`src/rtl/uart_pkg.sv`:
```
// Shared definitions for the parameterised UART transmitter.
// Contents: parity mode encodings, transmitter FSM state encodings and a
// helper that tells whether a parity mode emits a parity bit.
package uart_pkg;

    typedef enum logic [2:0] {
        ParNone  = 3'd0,
        ParEven  = 3'd1,
        ParOdd   = 3'd2,
        ParMark  = 3'd3,
        ParSpace = 3'd4
    } parity_e;

    typedef enum logic [2:0] {
        StIdle   = 3'd0,
        StStart  = 3'd1,
        StData   = 3'd2,
        StParity = 3'd3,
        StStop1  = 3'd4,
        StStop2  = 3'd5,
        StBreak  = 3'd6
    } tx_state_e;

    // Encodings 0 and 5..7 send no parity bit.
    function automatic logic parity_on(logic [2:0] mode);
        return (mode == ParEven) || (mode == ParOdd) || (mode == ParMark) ||
               (mode == ParSpace);
    endfunction

endpackage

```
`src/rtl/uart_tx_fifo.sv`:
```
// Synchronous first-word-fall-through FIFO for the UART transmitter.
// Ports:
//   clk, reset_n    clock and synchronous active-low reset (empties the FIFO)
//   push, wdata     write strobe and data; ignored when full
//   pop             read strobe; ignored when empty
//   rdata           head word, valid whenever empty is low
//   level           registered count of stored words
//   full, empty     derived from level
module uart_tx_fifo #(
    parameter int unsigned DATA_W = 8,
    parameter int unsigned DEPTH  = 16,
    localparam int unsigned AW    = $clog2(DEPTH),
    localparam int unsigned LW    = $clog2(DEPTH + 1)
) (
    input  logic              clk,
    input  logic              reset_n,
    input  logic              push,
    input  logic [DATA_W-1:0] wdata,
    input  logic              pop,
    output logic [DATA_W-1:0] rdata,
    output logic [LW-1:0]     level,
    output logic              full,
    output logic              empty
);

    logic [DATA_W-1:0] mem_q [DEPTH];
    logic [AW-1:0]     wr_ptr_q;
    logic [AW-1:0]     rd_ptr_q;
    logic [LW-1:0]     level_q;
    logic              do_push;
    logic              do_pop;

    assign full    = (level_q == LW'(DEPTH));
    assign empty   = (level_q == '0);
    assign do_push = push && !full;
    assign do_pop  = pop && !empty;
    assign level   = level_q;
    assign rdata   = mem_q[rd_ptr_q];

    // Pointers are log2(DEPTH) wide, so they wrap modulo DEPTH on their own.
    always_ff @(posedge clk) begin
        if (!reset_n) begin
            wr_ptr_q <= '0;
            rd_ptr_q <= '0;
            level_q  <= '0;
        end else begin
            if (do_push) wr_ptr_q <= wr_ptr_q + 1'b1;
            if (do_pop)  rd_ptr_q <= rd_ptr_q + 1'b1;
            case ({do_push, do_pop})
                2'b10:   level_q <= level_q + 1'b1;
                2'b01:   level_q <= level_q - 1'b1;
                default: level_q <= level_q;
            endcase
        end
    end

    always_ff @(posedge clk) begin
        if (do_push) mem_q[wr_ptr_q] <= wdata;
    end

endmodule

```
`src/rtl/uart_tx_param.sv`:
```
// Parameterised UART transmitter with transmit FIFO and break generation.
// Ports:
//   clk, reset_n            clock and synchronous active-low reset
//   baud_tick               one-clock enable, one per bit period
//   tx_data/tx_valid/tx_ready  write handshake into the FIFO
//   cfg_dbits/cfg_parity/cfg_stop2  frame format, sampled at frame start
//   break_req               request to hold the line low
//   txd                     registered serial output, idle high
//   busy                    FSM not idle
//   fifo_level              queued word count
//   tx_done                 one-clock pulse after the last stop bit of a frame
module uart_tx_param
    import uart_pkg::*;
#(
    parameter int unsigned DATA_W     = 8,
    parameter int unsigned FIFO_DEPTH = 16
) (
    input  logic                               clk,
    input  logic                               reset_n,
    input  logic                               baud_tick,
    input  logic [DATA_W-1:0]                  tx_data,
    input  logic                               tx_valid,
    output logic                               tx_ready,
    input  logic [3:0]                         cfg_dbits,
    input  logic [2:0]                         cfg_parity,
    input  logic                               cfg_stop2,
    input  logic                               break_req,
    output logic                               txd,
    output logic                               busy,
    output logic [$clog2(FIFO_DEPTH+1)-1:0]    fifo_level,
    output logic                               tx_done
);

    localparam logic [3:0] MaxBits = 4'(DATA_W);

    tx_state_e         state_q, state_d;
    logic [DATA_W-1:0] shift_q, shift_d;
    logic [3:0]        bit_cnt_q, bit_cnt_d;
    logic [3:0]        dbits_q, dbits_d;
    logic              par_en_q, par_en_d;
    logic              par_bit_q, par_bit_d;
    logic              stop2_q, stop2_d;
    logic              brk_q, brk_d;
    logic              txd_q, txd_d;
    logic              done_q, done_d;

    logic              fifo_pop;
    logic              fifo_full;
    logic              fifo_empty;
    logic [DATA_W-1:0] fifo_rdata;

    logic [3:0]        eff_dbits;
    logic              data_xor;
    logic              new_par_bit;
    logic              launch;

    uart_tx_fifo #(
        .DATA_W (DATA_W),
        .DEPTH  (FIFO_DEPTH)
    ) u_fifo (
        .clk     (clk),
        .reset_n (reset_n),
        .push    (tx_valid),
        .wdata   (tx_data),
        .pop     (fifo_pop),
        .rdata   (fifo_rdata),
        .level   (fifo_level),
        .full    (fifo_full),
        .empty   (fifo_empty)
    );

    // Frame format derived from the live config and the FIFO head word;
    // only used at the moment a frame is launched.
    always_comb begin
        eff_dbits = ((cfg_dbits < 4'd5) || (cfg_dbits > MaxBits)) ? MaxBits : cfg_dbits;
        data_xor  = 1'b0;
        for (int unsigned i = 0; i < DATA_W; i++) begin
            if (4'(i) < eff_dbits) data_xor = data_xor ^ fifo_rdata[i];
        end
        case (cfg_parity)
            ParEven:  new_par_bit = data_xor;
            ParOdd:   new_par_bit = ~data_xor;
            ParMark:  new_par_bit = 1'b1;
            default:  new_par_bit = 1'b0;
        endcase
    end

    always_comb begin
        state_d   = state_q;
        shift_d   = shift_q;
        bit_cnt_d = bit_cnt_q;
        dbits_d   = dbits_q;
        par_en_d  = par_en_q;
        par_bit_d = par_bit_q;
        stop2_d   = stop2_q;
        brk_d     = brk_q;
        txd_d     = txd_q;
        done_d    = 1'b0;
        fifo_pop  = 1'b0;
        launch    = 1'b0;

        unique case (state_q)
            StIdle: begin
                if (baud_tick) launch = 1'b1;
            end
            StStart: begin
                if (baud_tick) begin
                    state_d   = StData;
                    bit_cnt_d = '0;
                    txd_d     = shift_q[0];
                    shift_d   = shift_q >> 1;
                end
            end
            StData: begin
                if (baud_tick) begin
                    if (bit_cnt_q == dbits_q - 4'd1) begin
                        state_d = par_en_q ? StParity : StStop1;
                        txd_d   = par_en_q ? par_bit_q : 1'b1;
                    end else begin
                        bit_cnt_d = bit_cnt_q + 4'd1;
                        txd_d     = shift_q[0];
                        shift_d   = shift_q >> 1;
                    end
                end
            end
            StParity: begin
                if (baud_tick) begin
                    state_d = StStop1;
                    txd_d   = 1'b1;
                end
            end
            StStop1: begin
                // After a break the single stop period ends the sequence silently.
                if (baud_tick) begin
                    if (stop2_q && !brk_q) begin
                        state_d = StStop2;
                        txd_d   = 1'b1;
                    end else begin
                        launch = 1'b1;
                        done_d = !brk_q;
                    end
                end
            end
            StStop2: begin
                if (baud_tick) begin
                    launch = 1'b1;
                    done_d = 1'b1;
                end
            end
            StBreak: begin
                if (baud_tick && !break_req) begin
                    state_d = StStop1;
                    txd_d   = 1'b1;
                end
            end
            default: state_d = StIdle;
        endcase

        // The end of a stop period behaves like an idle tick so queued frames
        // follow with no idle bit in between.
        if (launch) begin
            state_d = StIdle;
            txd_d   = 1'b1;
            brk_d   = 1'b0;
            if (break_req) begin
                state_d = StBreak;
                txd_d   = 1'b0;
                brk_d   = 1'b1;
            end else if (!fifo_empty) begin
                fifo_pop  = 1'b1;
                state_d   = StStart;
                txd_d     = 1'b0;
                shift_d   = fifo_rdata;
                dbits_d   = eff_dbits;
                par_en_d  = parity_on(cfg_parity);
                par_bit_d = new_par_bit;
                stop2_d   = cfg_stop2;
            end
        end
    end

    always_ff @(posedge clk) begin
        if (!reset_n) begin
            state_q   <= StIdle;
            shift_q   <= '0;
            bit_cnt_q <= '0;
            dbits_q   <= MaxBits;
            par_en_q  <= 1'b0;
            par_bit_q <= 1'b0;
            stop2_q   <= 1'b0;
            brk_q     <= 1'b0;
            txd_q     <= 1'b1;
            done_q    <= 1'b0;
        end else begin
            state_q   <= state_d;
            shift_q   <= shift_d;
            bit_cnt_q <= bit_cnt_d;
            dbits_q   <= dbits_d;
            par_en_q  <= par_en_d;
            par_bit_q <= par_bit_d;
            stop2_q   <= stop2_d;
            brk_q     <= brk_d;
            txd_q     <= txd_d;
            done_q    <= done_d;
        end
    end

    assign txd      = txd_q;
    assign busy     = (state_q != StIdle);
    assign tx_done  = done_q;
    assign tx_ready = !fifo_full;

endmodule

```
`config.mk`:
```
export PLATFORM = sky130hd
export DESIGN_NAME = uart_tx_param
export DESIGN_NICKNAME = d
export VERILOG_FILES = /design/src/rtl/uart_pkg.sv /design/src/rtl/uart_tx_fifo.sv /design/src/rtl/uart_tx_param.sv
export SDC_FILE = /design/constraint.sdc
export NUM_CORES = 1
export LEC_CHECK = 0
export CAP_MARGIN = 20
export CORE_MARGIN = 2
export CORE_UTILIZATION = 60
export CTS_CLUSTER_SIZE = 16
export DETAILED_ROUTE_END_ITERATION = 8
export PLACE_DENSITY = 0.79
export SLEW_MARGIN = 15
export SYNTH_ARGS = -nofsm -noshare
export SYNTH_HDL_FRONTEND = slang
export SYNTH_SLANG_ARGS = --single-unit
```
`constraint.sdc`:
```
create_clock -name clk -period 7.25 [get_ports clk]
set_input_delay 0.725 -clock clk [delete_from_list [all_inputs] [get_ports clk]]
set_output_delay 0.725 -clock clk [all_outputs]
set_load 0.03 [all_outputs]
```
==> results.toml, run 1 <==
[worst_setup_path]
critical_path_class = "in -> reg"
worst_setup_path_start_kind = "input port"
critical_path_buf_inv_count = 4
crit_required_ns = 7.60
crit_path_top_delay_cell = "or3_1"
worst_ep_arrival_time_ns = 4.56
crit_fanout = 29
cp_cell_sequence = "clkdlybuf4s50_1 -> nor2b_1 -> o211ai_1 -> or3_1 -> clkinv_1 -> ha_1 -> inv_1 -> fa_1 -> inv_1 -> a21o_1 -> a21oi_1 -> xnor2_1 -> or3_1 -> a21boi_0"
critical-path-max-stage-delay_ns = 0.76
end_kind = "register"
cp_top_family = "simple AND/OR/NAND/NOR gates"

[cells_and_area]
diodes = 0
nets = 560
area_growth_pct = 13.13
drive_gt1_frac = 0.1241

[logic_synthesis]
syn_area_um2 = 7405
syn_area_per_cell_um2 = 14.84
ys_types = 54
yosys_warnings = 0
synth_async_sr_flop_share = 0
synth-seq-area-share = 0.6326
syn-num-nets = 532
synth_edf_count = 128
ys.flop_type = "edfxtp_1"
synth_seq_cells = 170
synth_cells = 499

[clock_network]
clk_latency_ns = 0.43
hold_buffers = 0
numCtsBuffers = 17
postCtsResizedCells = 0
clkSlewWorstSetupHoldPaths_ns = 0.06
clock-root-buffer = "clkbuf_16"
htreeDepth = 4
cts_buffer_depth = 2
post_cts_buffers = 0
cts.sinks = 170
cts_tree = "yes"

[sta]
tns_ns = 0
relSlewSlack = 0.2524
finalClockSkew_ns = 0.007195
fmax_mhz = 237.2
holdWs_ns = 0.4870
finalSetupViolations = 0
hold_viol = 0
min_period_over_period = 0.5814
slew_violations = 0
rsz0062_at_grt = "no"
period_minus_slack_ns = 4.215
worst_pin_slew_ns = 1.117

[floorplan]
die_area_um2 = 13250
fp.dieW_um = 115.1
start_util = 0.6165
coreArea_um2 = 12010
io-pin-count = 30
rows = 40
die_y_um = 115.1

[drt]
drt_iter0_markers = 478
wl_per_cell_um = 21.71
vias_per_cell = 6.229
routed_wl_um = 14920
ant_nets = 0
drtPass1Iterations = 5
vias = 4279
post-route-drc-count = 0

[global_routing]
grt_pass1_vias = 4190
antenna_found_initial = 0
overflow = 0
grt_pass1_wl_um = 22740
grt.total_usage = 0.2397
grt_max_degree = 41

[flow_run]
timing.max_cap.violations = 0

[min_path]
hold_path_class = "reg -> reg"

[place]
gp_congestion = 0.8112
numPortBuffers = 29
dp_hpwl_um = 9052

[pwr]
vdd_drop_max_v = 0.0002135
p_switching_mw = 0.5569
p_int_mw = 1.717
clockPowerShare = 0.398
p_leak_nw = 2.891
p_comb_frac = 0.118
p_per_area_nw_per_um2 = 271.4
switching_share = 0.2450
seqPwrFrac = 0.484

[outcome]
outcome = "complete, no violations"
[metrics by stage]
stage	cell area (um2)	total power, mW	util	setup slack (ns)	instances
finish	8377	2.274	0.6974	3.035	687
CTS	8366	2.284	0.6965	3.058	685
global route	8377	2.349	0.6974	2.723	687
global placement	7774	1.376	0.6472	2.773	653
detailed placement	7774	1.384	0.6472	2.637	653
floorplan	7405	1.310	-	4.087	499
[power by group through the flow]
stage / clock, mW / combinational, mW / sequential (mW)
4_1_cts: 0.916 / 0.268 / 1.10
3_3_place_gp: 0 / 0.258 / 1.12
2_1_floorplan: 0 / 0.191 / 1.12
6_report: 0.905 / 0.268 / 1.10
5_1_grt: 0.957 / 0.289 / 1.10
3_5_place_dp: 0 / 0.263 / 1.12
[sequential cells by signal, indices dropped and copies added, names as in the netlist, named ones only]
| name | cells |
|---|---|
| state_q | 3 |
| par_bit_q | 1 |
| u_fifo.wr_ptr_q | 4 |
| tx_done | 1 |
| u_fifo.level | 5 |
| brk_q | 1 |
| par_en_q | 1 |
| u_fifo.mem_q | 128 |
| bit_cnt_q | 4 |
| dbits_q | 4 |
| stop2_q | 1 |
| shift_q | 8 |
| u_fifo.rd_ptr_q | 4 |
| txd | 1 |
[cells by family (layout without fill, tap and decap cells)]
kind of cell,Yosys count,after routing,synth area share
muxes,53,53,0.1333
and+or+nand+nor,139,139,0.09345
adders and majority gates,12,12,0.02129
xor gates and xnor gates,22,22,0.03075
buffers and inverters,36,77,0.02551
AOI/OAI and AO/OA,67,67,0.06303
DFF,170,170,0.6326
[cell type report]
type	count	area, um2
fill	773	3635
inverter	11	41.29
clock inverter	13	158.9
timing repair buffer	34	322.8
tap	147	183.9
sequential	170	4686
multi-input combinational	293	2551
clock buffer	19	432.9
[worst paths after layout]
kind         cells past startpoint             from  slack [ns]               to
max reg2reg                     13  u_fifo.level[0]        3.21  u_fifo.level[4]
min reg2reg                      2            brk_q        0.49            brk_q
max                             14        baud_tick        3.03  u_fifo.level[4]
min                              2            brk_q        0.49            brk_q
[per-layer routing]
layer	part of all wire	track usage
met2	0.49	0.3800
met1	0.43	0.3208
met5	0	0
met3	0.054	0.06326
met4	0.023	0.09558
[Yosys cell counts (all sizes together) (11+ instances only)]
master,instances,share of area
edfxtp,128,0.52
nand2,43,0.022
dfxtp,42,0.11
mux4,32,0.10
nor2,24,0.012
mux2i,18,0.024
o21ai,17,0.011
clkbuf,16,0.0086
and2,15,0.013
xnor2,14,0.018
nand3,13,0.0095
a21boi,12,0.012
a21oi,12,0.0086
ha,11,0.019
nand2b,11,0.0093
nor2b,11,0.0093
[cell usage in the layout, fill, tap and decap left out, types with 4 or more instances in the layout]
cell type	instances
a21boi_0	12
a21oi_1	11
and2_1	15
buf_4	5
clkbuf_16	17
clkdlybuf4s50_1	28
dfxtp_1	41
edfxtp_1	128
ha_1	11
inv_1	10
inv_6	4
mux2i_1	18
mux4_1	14
mux4_2	18
nand2_1	43
nand2b_1	11
nand3_1	12
nor2_1	24
nor2b_1	11
nor3_1	4
nor3_2	4
o211a_1	8
o21ai_0	17
xnor2_1	13
xor2_1	6
[worst min-delay path: stages, from the launching register on]
cell	delay [ns]
dfxtp_1	0.32
nand2_1	0.05
a21boi_0	0.06
(Power assumes the default switching activity.)
==> run 2: changes to the inputs <==
- CORE_UTILIZATION: 60 -> 55
- PLACE_DENSITY: 0.79 -> 0.76
- clock period: 7.25 -> 3.45 ns (I/O delays scaled with it)
==> run 2 against run 1 <==
Hold slack got worse by 0.0059 ns. Utilization decreased by 4.8 points. Combinational power increased by 120%. Global-route usage decreased by 1.8 points. Critical path depth decreased by 1. Register-to-register slack got worse by 2.9 ns. Via count about the same. Routed wire length increased by 0.50%. Clock power increased by 100%. Total power increased by 110%. Clock skew increased by 0.0060 ns. Critical path type is now reg -> reg. Critical endpoint unchanged. Highest routed layer unchanged.
==> results.toml, run 2 (synthesized netlist as in run 1, its figures left out) <==
[outcome]
outcome = "complete, no violations"

[worst_setup_path]
cp_cell_sequence = "nand2b_1 -> o211ai_1 -> or3_1 -> clkinv_1 -> ha_1 -> inv_1 -> fa_1 -> inv_1 -> a21o_1 -> a21oi_1 -> xnor2_1 -> or3_1 -> a21boi_0"
r2r_setup_slack_ns = 0.30
timing.rr.start = "state_q[2]"
worst_setup_path_start_kind = "register"
crit_required_ns = 3.79
critical-path-max-stage-delay_ns = 0.64
worst_ep_arrival_time_ns = 3.49
end_kind = "register"
critical_path_class = "reg -> reg"
crit_path_top_delay_cell = "dfxtp_1"
r2r_end = "u_fifo.level[4]"
critical_path_buf_inv_count = 3
reg2reg_depth = 13
cp_top_family = "simple AND/OR/NAND/NOR gates"
crit_fanout = 16

[cells_and_area]
diodes = 0
final_cell_mix = "128 x edfxtp_1, 43 x nand2_1, 42 x dfxtp_1"
final_common_cell = "edfxtp_1"
nets = 580
area_growth_pct = 15.63
fin_util = 0.6491
drive_gt1_frac = 0.1464
regMostFlops = "u_fifo.mem_q"
fill_cells = 920
final_cells = 736
largest_reg_flops = 128

[global_routing]
antenna_found_initial = 0
overflow = 0
grt_pass1_wl_um = 23460
grt_pass1_vias = 4337
grt.total_usage = 0.2215
grt_max_degree = 29

[min_path]
whs_endpoint = "txd"
hold_path_class = "reg -> reg"
min-delay-start = "txd"
hold_depth = 2

[place]
numPortBuffers = 29
dp.cells = 704
gp_congestion = 0.8023
post-place-ws_ns = 0.1559
dp_hpwl_um = 9598

[clock_network]
clk_latency_ns = 0.43
cts_buffer_depth = 2
clock-root-buffer = "clkbuf_16"
hold_buffers = 0
htreeDepth = 4
cts_tree = "yes"
postCtsResizedCells = 0
clkSlewWorstSetupHoldPaths_ns = 0.07
post_cts_buffers = 0
cts.sinks = 170
numCtsBuffers = 17

[drt]
vias_per_cell = 5.819
post-route-drc-count = 0
vias = 4283
drt_iter0_markers = 471
ant_nets = 0
wl_per_cell_um = 20.37
drtPass1Iterations = 5
routed_wl_um = 14990

[flow_run]
timing.max_cap.violations = 0

[floorplan]
die_area_um2 = 14410
rows = 42
die_y_um = 120.0
fp.dieW_um = 120.0
io-pin-count = 30
start_util = 0.5614
coreArea_um2 = 13190

[sta]
worst_pin_slew_ns = 0.9621
finalClockSkew_ns = 0.01319
finalSetupViolations = 0
relSlewSlack = 0.3562
rsz0062_at_grt = "no"
hold_viol = 0
min_period_over_period = 0.9121
slew_violations = 0
tns_ns = 0
setup_ws_ns = 0.3033
period_minus_slack_ns = 3.147
fmax_mhz = 317.8

[pwr]
p_leak_nw = 2.982
p_per_area_nw_per_um2 = 554.1
vdd_drop_max_v = 0.0004399
## run 2: cell types whose count changed in the layout (fill, tap and decap cells not counted), sizes merged
cell / delta
buf: +19
bufinv: -1
clkinv: +3
clkdlybuf4s50: +1
clkbuf: -2
## run 2: where the power goes
part / internal [mW] / total [mW] / switching, mW
Clock: 1.02 / 1.85 / 0.833
Sequential: 2.26 / 2.31 / 0.0527
Combinational: 0.276 / 0.579 / 0.303
## run 2: layer usage
| metal | up-vias | track usage | routed length [um] | part of all wire |
|---|---|---|---|---|
| met3 | 30 | 0.05276 | 825 | 0.055 |
| met5 | - | 0 | 0 | 0 |
| li1 | 1995 | - | - | - |
| met2 | 153 | 0.3686 | 7409 | 0.49 |
| met4 | 0 | 0.08897 | 380 | 0.025 |
| met1 | 2105 | 0.2812 | 6375 | 0.43 |
## run 2: worst max-delay path by stage
| stage | start | to | slack [ns] | cells past startpoint |
|---|---|---|---|---|
| finish | state_q[2] | u_fifo.level[4] | 0.30 | 13 |
| global placement | baud_tick | u_fifo.level[4] | 0.24 | 14 |
| detailed placement | baud_tick | u_fifo.level[4] | 0.16 | 14 |
| global route | state_q[2] | u_fifo.level[4] | 0.06 | 13 |
| floorplan | u_fifo.level[0] | u_fifo.level[4] | 0.43 | 14 |
| CTS | state_q[2] | u_fifo.level[4] | 0.35 | 13 |
## run 2: worst reg2reg max path: cells and delay by family, from the launching register on
family	cells	cell delay [ns]
AO/OA/AOI/OAI	4	0.50
adder cells (fa/ha/maj)	2	0.63
AND/OR/NAND/NOR	3	0.92
flip-flops	1	0.64
buffers and inverters	3	0.25
XOR/XNOR	1	0.13
## run 2: final cells by class
| cell class | count | area [um2] | share of cell area |
|---|---|---|---|
| clock buffers | 17 | 425.4 | 0.04969 |
| flip-flops and latches | 170 | 4684 | 0.5471 |
| clock inverters | 15 | 161.4 | 0.01885 |
| repair buffers | 54 | 498.0 | 0.05816 |
| inverters | 11 | 41.29 | 0.004822 |
| well taps | 176 | 220.2 | 0.02572 |
| multi-input cells | 293 | 2531 | 0.2956 |
## run 2: stage by stage
stage / instance area (um2) / hold slack, ns / power [mW]
6_report: 8562 / 0.4810 / 4.744
2_1_floorplan: 7405 / 0.4439 / 2.752
5_1_grt: 8562 / 0.5202 / 4.919
4_1_cts: 8562 / 0.4824 / 4.782
3_3_place_gp: 7960 / 0.4540 / 2.908
3_5_place_dp: 7975 / 0.4622 / 2.931
==> run 3: changes to the inputs <==
- PLACE_DENSITY: 0.76 -> unset
- PLACE_DENSITY_LB_ADDON: unset -> 0.2
==> run 3 against run 2 <==
Non-clock buffer count rose by 4. Clock power fell by 3%. Critical path type unchanged. Combinational power barely moved. Largest power group unchanged. Via count fell by 1.2%.
==> results.toml, run 3 (synthesized netlist as in run 1, its figures left out) <==
[floorplan]
rows = 42
start_util = 0.5614
die_y_um = 120.0
die_area_um2 = 14410
coreArea_um2 = 13190
fp.dieW_um = 120.0
io-pin-count = 30

[clock_network]
numCtsBuffers = 17
postCtsResizedCells = 0
clk_latency_ns = 0.43
clkSlewWorstSetupHoldPaths_ns = 0.06
cts_buffer_depth = 2
htreeDepth = 4
clock-root-buffer = "clkbuf_16"
hold_buffers = 0
cts.sinks = 170
cts_tree = "yes"
post_cts_buffers = 0

[place]
dp.cells = 708
gp_congestion = 0.8145
numPortBuffers = 29
dp_hpwl_um = 9623

[global_routing]
grt_max_degree = 41
overflow = 0
antenna_found_initial = 0
grt_pass1_wl_um = 23320
grt.total_usage = 0.2230
grt_pass1_vias = 4332

[sta]
relSlewSlack = 0.5378
tns_ns = 0
hold_viol = 0
period_minus_slack_ns = 3.077
slew_violations = 0
finalClockSkew_ns = 0.008465
rsz0062_at_grt = "no"
min_period_over_period = 0.8920
fmax_mhz = 325.0
holdWs_ns = 0.4753
finalSetupViolations = 0
worst_pin_slew_ns = 0.6879

[cells_and_area]
final_cell_mix = "128 x edfxtp_1, 43 x nand2_1, 42 x dfxtp_1"
fin_util = 0.6495
diodes = 0
regMostFlops = "u_fifo.mem_q"
drive_gt1_frac = 0.1474
area_growth_pct = 15.70
final_cells = 739
fill_cells = 959
final_common_cell = "edfxtp_1"
largest_reg_flops = 128
nets = 584

[worst_setup_path]
worst_ep_arrival_time_ns = 3.43
crit_fanout = 16
end_kind = "register"
crit_required_ns = 3.81
critical_path_class = "reg -> reg"
worst_setup_path_start_kind = "register"

[drt]
ant_nets = 0
post-route-drc-count = 0
vias_per_cell = 5.725
drt_iter0_markers = 357
wl_per_cell_um = 19.90
drtPass1Iterations = 4
vias = 4231
routed_wl_um = 14710

[pwr]
p_leak_nw = 2.997
vdd_drop_max_v = 0.0004379
p_per_area_nw_per_um2 = 546.6

[min_path]
hold_path_class = "reg -> reg"

[outcome]
outcome = "complete, no violations"

[flow_run]
timing.max_cap.violations = 0
==> run 3: cell count changes in the layout (fill, tap and decap cells not counted) <==
cell	delta
buf_12	+1
clkinvlp_4	-2
inv_6	-3
buf_4	+4
clkinv_4	+1
clkinvlp_2	+1
inv_8	-2
bufinv_16	+1
clkinv_8	-2
clkinv_2	+3
buf_8	-1
clkbuf_1	+1
clkinv_1	+1
==> run 3: area by class of cell <==
cell class              instances  area (um2)  area share
well taps                     176       220.2     0.02570
repair buffers                 58       533.0     0.06222
multi-input cells             293        2531      0.2955
clock buffers                  18       429.2     0.05009
inverters                      11       41.29    0.004820
clock inverters                13       127.6     0.01490
flip-flops and latches        170        4684      0.5468
==> run 3: worst paths after layout <==
kind / depth (start not counted) / slack [ns] / start / end
worst max register to register: 13 / 0.37 / state_q[2] / u_fifo.level[4]
worst min-delay path: 2 / 0.48 / txd / txd
worst min register to register: 2 / 0.48 / txd / txd
worst max-delay path: 13 / 0.37 / state_q[2] / u_fifo.level[4]
==> run 3: power breakdown <==
group / internal (mW) / total [mW] / switching (mW)
Combinational: 0.278 / 0.579 / 0.301
Sequential: 2.26 / 2.31 / 0.0506
Clock: 1.05 / 1.79 / 0.742
Total: 3.59 / 4.68 / 1.09
==> run 3: metrics by stage <==
step	cell area, um2	worst slack (ns)	power, mW
CTS	8567	0.3758	4.714
detailed placement	8010	0.1686	2.931
global placement	8010	0.2135	2.916
floorplan	7405	0.4324	2.752
global route	8567	0.1251	4.861
finish	8567	0.3727	4.683
==> run 3: critical path, cell delays in order (launching register included) <==
cell      delay, ns
dfxtp_1        0.60
nand2b_1       0.20
o211ai_1       0.14
or3_1          0.43
clkinv_1       0.09
ha_1           0.22
inv_1          0.10
fa_1           0.41
inv_1          0.07
a21o_1         0.10
a21oi_1        0.07
xnor2_1        0.13
or3_1          0.30
a21boi_0       0.15
==> run 3: per-layer routing <==
layer	vias to the layer above	global-route usage	wire, um
met3	22	0.05086	843
met1	2092	0.2967	6237
li1	1989	-	-
met2	128	0.3558	7345
met4	0	0.09412	280
met5	-	0	0
==> patch 1, RTL diff (settings of run 2) <==
The parameter `FIFO_DEPTH` goes from 16 to 32.
--- a/src/rtl/uart_tx_param.sv
+++ b/src/rtl/uart_tx_param.sv
@@ -15,3 +15,3 @@
     parameter int unsigned DATA_W     = 8,
-    parameter int unsigned FIFO_DEPTH = 16
+    parameter int unsigned FIFO_DEPTH = 32
 ) (
Ports: changed (resized fifo_level); port bits go from 30 to 31. The function was not compared with the original's and may differ.
==> patch 1 against run 2 <==
Sequential power grew 77%. Area after synthesis increased by 69%. Final area is 66% higher. Count of clock-buffer cells in the layout rose by 18. Power increased by 65%. Wire length is 78% higher. Setup slack worse by 0.12 ns. Utilization down 1.6 points. Sequential share of layout area grew 6.0 points. Sequential cell count up 132. Critical path depth decreased by 3. Clock skew up 0.0047 ns. Via count rose by 62%. Critical path type unchanged. Largest power group unchanged.
==> patch 1: results (changes against run 2) <==
Synthesis
  • Dominant cells by area after synthesis: edfxtp_1, mux4_2, dfxtp_1
  • Syn Nets: 776 (+46%)
  • Unique masters post-synth: 55 (+1.9%)
  • Seq/Total Area, Yosys: 69.0% (+5.7 points)
  • Number of synthesized flops with an enable pin: 256 (+100%)
  • Asr flop ratio synth: 0% (unchanged)
  • Most frequent cells after synthesis: edfxtp_1, nor2_1, mux4_2
  • YS warnings: 0 (unchanged)
  • Primary FF master, synth: edfxtp_1

CTS
  • CTS Buf Count: 30 (+13)
  • Clock root cell: clkbuf_16
  • H-tree depth reported by CTS: 1 (-3)
  • Clk_lat worst skew: 0.57 ns (+0.14 ns)
  • Reg clk slew, reported paths: 0.06 ns
  • Longest Clk Path Bufs: 3 (+1)

Place
  • Post-DP HPWL: 17.1 mm (+78%)
  • Pre-CTS WS: 0.0721 ns (-0.0838 ns)
  • Placed Area: 13200 sq um (+66%)
  • RePlAce Congestion: 0.850 (+5.9%)
  • I/O Buffers: 30 (+3.4%)

Drt
  • Drt pass-1 iters: 5 (unchanged)
  • Routed wire length: 26.6 mm (+78%)
  • Initial DRC Count: 840 (+78%)
  • Via-to-Cell Ratio: 6.25 (+7.4%)

Layout
  • Largest Register: u_fifo.mem_q
  • Max reg flops: 256 (+100%)
  • Fillers: 1564 (+70%)
  • Proportion of layout cells with a drive suffix above 1: 19.7% (+5.0 points)
  • Multi-input combinational cell area: 3610 sq um (+43%)
  • Antenna diodes: 0 (unchanged)
  • Fin nets: 835 (+44%)

Power
  • Worst vdd ir: 0.000432 V (-1.8%)
  • Pleak: 4.60 nW (+54%)
  • P_int: 6.05 mW (+70%)

GRT
  • First-pass GRT wire length: 41.1 mm (+75%)
  • Largest net degree at the start of global routing: 50 (+72%)
  • GRT Util Overall: 22.9% (+0.71 points)
  • Initial antenna violation count: 0 (unchanged)
  • Vias in the first global route: 7089 (+63%)
  • Global route overflow: 0 (unchanged)

Setup path
  • Crit Path Max Fanout: 17 (+1)
  • Crit path DAT: 3.69 ns (+0.20 ns)

STA
  • Worst slew margin: 32.1% (-3.6 points)
  • Clock Skew: 0.0178 ns (+0.00465 ns)

Status
  • Outcome: complete, no violations

Worst hold path
  • Hold Crit Class: primary input to register
[patch 1: changes by cell type after synthesis, moves of 13 or more]
| cell | run 2 | this run |
|---|---|---|
| and2_1 | 15 | 2 |
| edfxtp_1 | 128 | 256 |
| mux4_2 | 18 | 60 |
| nor2_1 | 24 | 84 |
| o22ai_1 | 2 | 18 |
[patch 1: routing by layer]
layer	routed length, um	up-vias	GRT usage [%]
met4	715	0	6.35
met1	10600	3495	31.0
li1	-	3053	-
met3	1900	58	3.61
met2	13400	326	39.1
met5	0	-	0
[patch 1: power groups by stage]
stage	Sequential, mW	Clock (mW)	Combinational [mW]
final	4.08	3.09	0.678
after global routing	4.09	3.28	0.736
after CTS	4.08	3.14	0.673
after detailed placement	4.16	0	0.669
after global placement	4.15	0	0.638
after floorplan	4.15	0	0.449
[patch 1: final cells by class]
class | count | share of cell area, %
clock inverters | 20 | 1.05
well taps | 285 | 2.51
multi-input cells | 388 | 25.5
clock buffers | 35 | 5.63
repair buffers | 65 | 4.26
flip-flops and latches | 302 | 60.7
inverters | 14 | 0.370
[patch 1: worst paths after layout]
kind	slack, ns	startpoint	cells after the start	end
worst min register to register	0.48	stop2_q$_SDFFE_PN0P_	2	stop2_q$_SDFFE_PN0P_
worst max-delay path	0.19	register	10	par_bit_q$_SDFFE_PN0P_
worst min-delay path	0.33	tx_data[3]	1	u_fifo.mem_q[22][3]$_DFFE_PP_
worst max register to register	0.19	register	10	par_bit_q$_SDFFE_PN0P_
[patch 1: kinds of logic after synthesis]
| family | after synthesis | share of synthesized area [%] |
|---|---|---|
| buffers and inverters | 52 | 2.12 |
| XOR/XNOR | 23 | 1.84 |
| AO/OA/AOI/OAI | 83 | 4.45 |
| AND/OR/NAND/NOR | 182 | 6.81 |
| multiplexers | 87 | 14.4 |
| adder cells (fa/ha/maj) | 13 | 1.36 |
| flip-flops | 302 | 69.0 |
[patch 1: critical path, stage by stage (launching register included)]
cell     delay (ns)
dfxtp_4        0.54
buf_4          0.22
buf_4          0.23
mux4_2         0.27
o22ai_1        0.12
nor4_1         0.53
xnor3_1        0.44
xnor3_2        0.24
xnor2_1        0.23
mux2i_1        0.25
o41ai_2        0.07
[patch 1: through the flow]
stage | std cells | util (%) | hold WS (ns)
after floorplan | 742 | - | 0.421
after global placement | 1051 | 58.9 | 0.463
after detailed placement | 1052 | 58.9 | 0.470
after CTS | 1107 | 63.2 | 0.355
after global routing | 1109 | 63.3 | 0.350
final | 1109 | 63.3 | 0.328
[patch 1: what timing repair did]
| item | 4_1_cts | 5_1_grt |
|---|---|---|
| buffers inserted | 0 | 0 |
| hold buffers | 0 | 0 |
| gates resized for setup | 0 | 3 |
| endpoints found under the setup margin | 0 | 2 |
==> patch 2, RTL diff (settings of run 2) <==
Made on the original files. The 7 states of `tx_state_e` get a one-hot encoding in 7 bits.
--- a/src/rtl/uart_pkg.sv
+++ b/src/rtl/uart_pkg.sv
@@ -13,10 +13,10 @@
 
-    typedef enum logic [2:0] {
-        StIdle   = 3'd0,
-        StStart  = 3'd1,
-        StData   = 3'd2,
-        StParity = 3'd3,
-        StStop1  = 3'd4,
-        StStop2  = 3'd5,
-        StBreak  = 3'd6
+    typedef enum logic [6:0] {
+        StIdle   = 7'b0000001,
+        StStart  = 7'b0000010,
+        StData   = 7'b0000100,
+        StParity = 7'b0001000,
+        StStop1  = 7'b0010000,
+        StStop2  = 7'b0100000,
+        StBreak  = 7'b1000000
     } tx_state_e;
Function: same outputs for any inputs over 4 cycles, from zero or initial values and one cycle with reset_n low; so few cycles prove little.
==> patch 2 against run 2 <==
Final area down 0.16%. Power up 4.2%. Clock skew down 0.0030 ns. Synthesized cell count up 5.0%. Wire length up 0.38%. Setup slack better by 0.017 ns. Critical path depth up 3. First-iteration DRC count down 20%. Sequential cell count up 4. Area after synthesis down 0.90%. Critical endpoint unchanged. Largest cell class unchanged. Highest routed layer unchanged.
==> patch 2: results (changes against run 2) <==
Status
  • Outcome: complete, no violations

Layout
  • Clock-cell share: 6.95% (+0.099 points)
  • Seq_cells: 174 (+2.4%)
  • Fraction of area in multi-input gates: 28.1% (-1.5 points)
  • Sequential share of cell area: 55.8% (+1.0 points)
  • Clock buf count: 18 (+1)

Power
  • Worst vdd ir: 0.000340 V (-23%)
  • P_comb: 664 uW (+15%)
  • Seq. pwr: 2.36 mW (+2%)
  • Pleak: 2.91 nW (-2.4%)
  • Power Clock: 1.91 mW (+3%)

STA
  • Worst slew margin: 30.7% (-4.9 points)

Synthesis
  • Most frequent cells after synthesis: edfxtp_1, nor2_1, dfxtp_1
  • Syn Nets: 557 (+4.7%)
  • Seq/Total Area, Yosys: 64.9% (+1.7 points)
  • Dominant cells by area after synthesis: edfxtp_1, dfxtp_1, mux4_2
  • Post-synthesis xor/xnor area fraction: 3.41% (+0.33 points)
  • Unique masters post-synth: 41 (-24%)

GRT
  • First-pass GRT wire length: 23.8 mm (+1.6%)
  • GRT Util Overall: 22.5% (+0.35 points)

Drt
  • Detailed-route via count: 4483 (+4.7%)
  • Routed len/inst: 19.7 um (-3.2%)

Setup path
  • Slowest cell on crit path: fa_1
  • Crit path DAT: 3.47 ns (-0.02 ns)

Place
  • Pre-CTS WS: 0.298 ns (+0.142 ns)
  • Placed Area: 7950 sq um (-0.38%)
  • Post-DP HPWL: 9.66 mm (+0.64%)
  • Dpl cells: 731 (+3.8%)

Worst hold path
  • Hold Crit Class: primary input to register
-- patch 2: cell types whose count changed in the layout (fill, tap and decap cells not counted), sizes merged, moves of 9 or more --
| cell | change |
|---|---|
| a21boi | -12 |
| xor2 | +10 |
| nor2 | +36 |
| a21oi | +12 |
| and2 | -13 |
| mux2i | +9 |
-- patch 2: path summary, 6_finish.rpt --
kind / depth (start not counted) / slack [ns] / from / end
max: 16 / 0.32 / state_q[1]$_SDFFE_PN0P_ / u_fifo.level[4]$_SDFFE_PN0P_
min: 3 / 0.47 / cfg_stop2 / stop2_q$_SDFFE_PN0P_
max reg2reg: 16 / 0.32 / state_q[1]$_SDFFE_PN0P_ / u_fifo.level[4]$_SDFFE_PN0P_
min reg2reg: 2 / 0.48 / brk_q$_SDFFE_PN0P_ / brk_q$_SDFFE_PN0P_
-- patch 2: routing by layer --
metal	GRT usage (%)	share of wire, %
met3	4.99	5.6
met5	0	0
met1	29.4	43
met4	10.6	2.5
met2	36.3	49
